===== config.mk =====
export PLATFORM = sky130hd
export DESIGN_NAME = jk_mod_counter
export DESIGN_NICKNAME = d
export VERILOG_FILES = /design/src/rtl/jk_mod_counter_pkg.sv /design/src/rtl/jk_mod_counter_cell.sv /design/src/rtl/jk_mod_counter.sv
export SDC_FILE = /design/constraint.sdc
export NUM_CORES = 1
export LEC_CHECK = 0
export CAP_MARGIN = 15
export CORE_ASPECT_RATIO = 1.1
export CORE_UTILIZATION = 45
export DETAILED_ROUTE_END_ITERATION = 12
export PLACE_DENSITY = 0.76
export SLEW_MARGIN = 20
export SYNTH_ARGS = -nofsm -noshare
export SYNTH_HDL_FRONTEND = slang
export SYNTH_HIERARCHICAL = 1
export SYNTH_SLANG_ARGS = --single-unit
export TNS_END_PERCENT = 50

===== constraint.sdc =====
create_clock -name clk -period 4.4 [get_ports clk]
set_input_delay 0.88 -clock clk [delete_from_list [all_inputs] [get_ports clk]]
set_output_delay 0.88 -clock clk [all_outputs]
set_load 0.005 [all_outputs]

===== src/rtl/jk_mod_counter_pkg.sv =====
// Shared JK definitions: cell command encoding, default counter sizing and
// the toggle-form excitation helper used by jk_mod_counter.
package jk_pkg;

  // Encoded as {J,K}
  typedef enum logic [1:0] {
    HOLD   = 2'b00,
    RESET0 = 2'b01,
    SET1   = 2'b10,
    TOGGLE = 2'b11
  } jk_cmd_e;

  localparam int JK_CNT_WIDTH   = 4;
  localparam int JK_CNT_MODULUS = 10;

  function automatic jk_cmd_e jk_excite(input logic cur, input logic nxt);
    return (cur != nxt) ? TOGGLE : HOLD;
  endfunction

endpackage


===== src/rtl/jk_mod_counter_cell.sv =====
// jk_cell: one-bit JK storage element with synchronous active-high reset.
module jk_cell
  import jk_pkg::*;
(
  input  logic clk,
  input  logic rst,
  input  logic j,
  input  logic k,
  output logic q
);

  // JK state update: hold, reset, set or toggle according to {J,K}
  always_ff @(posedge clk) begin
    if (rst) begin
      q <= 1'b0;
    end else begin
      case ({j, k})
        HOLD:    q <= q;
        RESET0:  q <= 1'b0;
        SET1:    q <= 1'b1;
        TOGGLE:  q <= ~q;
        default: q <= 1'b0;
      endcase
    end
  end

endmodule


===== src/rtl/jk_mod_counter.sv =====
// Modulo-MODULUS up/down counter stored in WIDTH JK cells.
// Define JK_MOD_COUNTER_SATURATE_EN to saturate at the ends instead of wrapping.
module jk_mod_counter
  import jk_pkg::*;
#(
  parameter int WIDTH   = JK_CNT_WIDTH,
  parameter int MODULUS = JK_CNT_MODULUS
) (
  input  logic             clk,
  input  logic             rst,
  input  logic             en,
  input  logic             up,
  input  logic             load,
  input  logic [WIDTH-1:0] din,
  output logic [WIDTH-1:0] q,
  output logic [WIDTH-1:0] qbar,
  output logic             tc,
  output logic             wrap
);

  localparam logic [WIDTH-1:0] MAX_VAL = WIDTH'(MODULUS - 1);

  if ((MODULUS < 2) || (MODULUS > (2 ** WIDTH))) begin : g_bad_modulus
    $error("jk_mod_counter: MODULUS must satisfy 2 <= MODULUS <= 2**WIDTH");
  end

  logic [WIDTH-1:0] next;
  logic [WIDTH-1:0] clamp;
  logic             form_sr;
  logic             step_wrap;
  logic [1:0]       jk [WIDTH];

  assign clamp = ({1'b0, din} < (WIDTH+1)'(MODULUS)) ? din : MAX_VAL;

  // Next-state selection and per-bit J/K excitation
  always_comb begin
    next      = q;
    form_sr   = 1'b0;
    step_wrap = 1'b0;
    if (load) begin
      next    = clamp;
      form_sr = 1'b1;
    end else if (en) begin
      if (q > MAX_VAL) begin
        next    = '0;
        form_sr = 1'b1;
      end else if (up) begin
        if (q == MAX_VAL) begin
`ifdef JK_MOD_COUNTER_SATURATE_EN
          next = q;
`else
          next      = '0;
          form_sr   = 1'b1;
          step_wrap = 1'b1;
`endif
        end else begin
          next = q + WIDTH'(1);
        end
      end else begin
        if (q == '0) begin
`ifdef JK_MOD_COUNTER_SATURATE_EN
          next = q;
`else
          next      = MAX_VAL;
          form_sr   = 1'b1;
          step_wrap = 1'b1;
`endif
        end else begin
          next = q - WIDTH'(1);
        end
      end
    end else begin
      next = q;
    end

    for (int i = 0; i < WIDTH; i++) begin
      if (form_sr) begin
        jk[i] = next[i] ? SET1 : RESET0;
      end else begin
        jk[i] = jk_excite(q[i], next[i]);
      end
    end
  end

  for (genvar g = 0; g < WIDTH; g++) begin : g_cell
    jk_cell u_cell (
      .clk (clk),
      .rst (rst),
      .j   (jk[g][1]),
      .k   (jk[g][0]),
      .q   (q[g])
    );
  end

  assign qbar = ~q;
  assign tc   = up ? (q == MAX_VAL) : (q == '0);

  // One-cycle pulse following a wrap step
  always_ff @(posedge clk) begin
    if (rst) begin
      wrap <= 1'b0;
    end else begin
      wrap <= step_wrap;
    end
  end

endmodule


==> run summary <==
====================================================================================================
Setup TNS .............................................................................         0 ns
Hold_buf cts ..........................................................................            0
Number of nets with antenna violations after routing ..................................            0
Cell accounting for the most synthesized area .........................................      dfxtp_1
Sequential cell area fraction in the yosys report .....................................       15.12%
# nets final ..........................................................................          121
First-pass iteration count of the detailed router .....................................            4
Count of buffers from port buffering ..................................................           18
Total via count after detailed routing ................................................          750
Pin slew with the least headroom to its limit .........................................    0.5574 ns
Max Clk Rate ..........................................................................   0.2921 GHz
Worst hold path class ................................................................. flip-flop to flip-flop
Count of distinct cell types in the synthesized netlist ...............................           37
Cell Pwr Density ...................................................................... 374.2 mW/mm²
Setup Slack @ Placement ...............................................................     1.004 ns
Number of global-route vias before repair .............................................          680
Floorplan core area ................................................................... 0.001366 mm²
Residual DRC ..........................................................................            0
Depth of the worst register-to-register path ..........................................            9
List of cells traversed by the critical path .......................................... clkdlybuf4s50_1 > and4b_4 > a21o_1 > clkdlybuf4s50_1
Detailed-placement wirelength estimate ................................................      1253 µm
Commonest non-fill, non-tap cell in the layout ........................................ clkdlybuf4s50_1
Number of max-slew violations in the final report .....................................            0
Kind of cell adding the most delay to the critical path ............................... buffers and inverters
Routability congestion estimate from global placement .................................       0.8514
Number of gates resized after cts .....................................................            0
Wire length of the first global-routing pass ..........................................      2891 µm
Fraction of post-synthesis cell area in the top cell type by area .....................       15.12%
Final-report hold violation count .....................................................            0
Critical path depth in cells ..........................................................            4
Fin crit share ........................................................................       77.80%
Headroom to the max-slew limit ........................................................       62.72%
Number of placement rows ..............................................................           14
Slowest cell on crit path ............................................................. clkdlybuf4s50_1
Outcome ............................................................................... complete, no violations
GRT overflow ..........................................................................            0
Number of antenna violations at the first check in global routing .....................            0
IO Pins ...............................................................................           19
Post-Synthesis Cells ..................................................................           88
Buffering stage count on the worst path with inverters included .......................            2
Period minus WS final .................................................................     3.423 ns
Minimum setup slack in the final design ...............................................    0.9769 ns
Top area cells in the synthesized netlist ............................................. dfxtp_1 15%, a211oi_1 7.9%, ha_1 7.6%, nor2_1 4.5%, xnor2_1 4.0%
Worst setup skew after layout ......................................................... 0.0007828 ns
Total routing resource utilization after global routing ...............................       24.43%
Maximum number of pins on one net before global-route repair ..........................           16
Hold Path Stages ......................................................................            2
CP peak stage delay ...................................................................      0.71 ns
Post-Synthesis Net Count ..............................................................          101
Clock H-tree levels ...................................................................            1
Worst vdd rail ir drop ................................................................    0.2220 mV
Via/cell ratio ........................................................................        6.098
Number of warnings reported in the yosys synthesis log ................................            6
Synthesized area per cell .............................................................    7.521 µm²
LEAKAGE ...............................................................................    0.3315 nW
Share of final-layout standard cells stronger than drive strength 1 ...................       8.411%
Count of non-filler cells in the finished layout ......................................          123
Peak fanout along the critical path ...................................................           12
Mapped Area ...........................................................................    661.9 µm²
Iteration-0 DRC count of the detailed router ..........................................           24
Placed Cells ..........................................................................          119
RSZ-0062 raised after global routing ..................................................        false
Clock buffers created by TritonCTS ....................................................            3
Type of the worst setup path .......................................................... input pin to primary output
Antenna diode count ...................................................................            0
Cell seen most often among critical-path stages ....................................... clkdlybuf4s50_1
Detailed-route wire length per cell ...................................................     13.89 µm
Clock insertion delay at the later pin of the skew report .............................      0.24 ns
Endpoint required time on the critical path ...........................................      3.52 ns
Clock Root Buffer .....................................................................     clkbuf_4
Register bit total from synthesis .....................................................            5
Crit start category ...................................................................    input pin
Post-CTS setup buffer count ...........................................................            0
Clock Sinks ...........................................................................            5
Max-cap violations ....................................................................            0
Clock-pin slew reported for the worst setup and hold paths after clock tree synthesis .      0.04 ns
Die boundary height ...................................................................     42.23 µm
Maximum clock insertion buffer count ..................................................            2
Layout overhead on the synthesized area ...............................................       32.33%
Floorplan die area .................................................................... 0.001628 mm²
Endpoints failing setup ...............................................................            0
Detailed-route wire length ............................................................      1708 µm
TritonCTS clock tree ..................................................................        built
Sort of element at the end of the critical path ....................................... primary output
Worst EP arrival ......................................................................      2.54 ns
Initial Utilization ...................................................................       48.44%
X dimension of the die ................................................................     38.57 µm
Most frequent cells in the layout ..................................................... 18 x clkdlybuf4s50_1, 8 x nor2_1, 7 x a211oi_1
====================================================================================================
==> per-stage QoR <==
stage	hold slack [ns]	total power, mW	instance area, µm²	utilization, %
2_1_floorplan	0.4756	0.2032	661.9	-
3_3_place_gp	0.6225	0.2684	849.6	62.18
3_5_place_dp	0.6259	0.2719	849.6	62.18
4_1_cts	0.6295	0.3283	875.8	64.10
5_1_grt	0.6659	0.3547	875.8	64.10
6_report	0.6267	0.3277	875.8	64.10
==> layout make-up <==
class / count / area [µm²]
clock buffer: 4 / 26.28
fill: 123 / 490.5
inverter: 5 / 18.77
multi-input combinational: 75 / 530.5
sequential: 5 / 100.1
tap: 16 / 20.02
timing repair buffer: 18 / 180.2
==> cell usage after synthesis, drive strengths merged <==
| master | number |
|---|---|
| xnor2 | 3 |
| buf | 1 |
| o21bai | 2 |
| and4b | 1 |
| ha | 4 |
| a31oi | 1 |
| nand2b | 2 |
| a221o | 2 |
| nand2 | 5 |
| a21boi | 1 |
| a21o | 2 |
| and2b | 1 |
| nor3b | 2 |
| o31ai | 1 |
| nor3 | 3 |
| o21ai | 9 |
| nor4 | 2 |
| nand3b | 2 |
| mux2i | 2 |
| nor2 | 8 |
| nor4bb | 1 |
| dfxtp | 5 |
| o21a | 2 |
| o211ai | 1 |
| o211a | 1 |
| a21oi | 3 |
| and2 | 1 |
| o21ba | 1 |
| nand3 | 3 |
| inv | 5 |
| or3 | 1 |
| clkbuf | 2 |
| a211o | 1 |
| a211oi | 7 |
==> tightest hold or removal path, stage by stage, from the launching register on <==
cell	delay, ns
dfxtp_1	0.40
nor2_1	0.14
a211oi_1	0.04
==> power by group <==
part	internal, mW	total [mW]	leakage [nW]	switching [mW]
sequential	0.0533	0.0754	0.0412	0.0221
clock	0.0344	0.0545	0.0150	0.0201
combinational	0.102	0.198	0.275	0.0959
total	0.190	0.328	0.331	0.138
==> registers in the layout, summed over array words and instances (netlist names) <==
signal / flops
g_cell.u_cell/q: 4
wrap: 1
==> path summary, 6_finish.rpt <==
| path | start | end | slack [ns] |
|---|---|---|---|
| worst min register to register | g_cell[2].u_cell/q$_SDFFE_PP0P_ | g_cell[2].u_cell/q$_SDFFE_PP0P_ | 0.63 |
| worst max-delay path | up | tc | 0.98 |
| worst min-delay path | g_cell[2].u_cell/q$_SDFFE_PP0P_ | g_cell[2].u_cell/q$_SDFFE_PP0P_ | 0.63 |
| worst max register to register | g_cell[0].u_cell/q$_SDFFE_PP0P_ | g_cell[0].u_cell/q$_SDFFE_PP0P_ | 2.01 |
==> kinds of logic (layout without fill, tap and decap cells) <==
| kind of cell | count (synthesis) | in the layout | synth area share [%] |
|---|---|---|---|
| buf+inv | 8 | 27 | 4.726 |
| mux | 2 | 2 | 3.025 |
| flops | 5 | 5 | 15.12 |
| compound gates | 34 | 34 | 38.75 |
| simple gates | 32 | 32 | 26.84 |
| xor+xnor | 3 | 3 | 3.970 |
| fa+ha+maj | 4 | 4 | 7.562 |
==> metal layers <==
metal / wire length, µm / global-route usage [%] / vias to the layer above
met1: 771 / 33.77 / 353
li1: - / - / 372
met3: 114 / 7.979 / 0
met4: 0 / 3.448 / 0
met2: 822 / 37.33 / 25
met5: 0 / 0 / -
No activity file was read; power rests on OpenSTA's default activity.
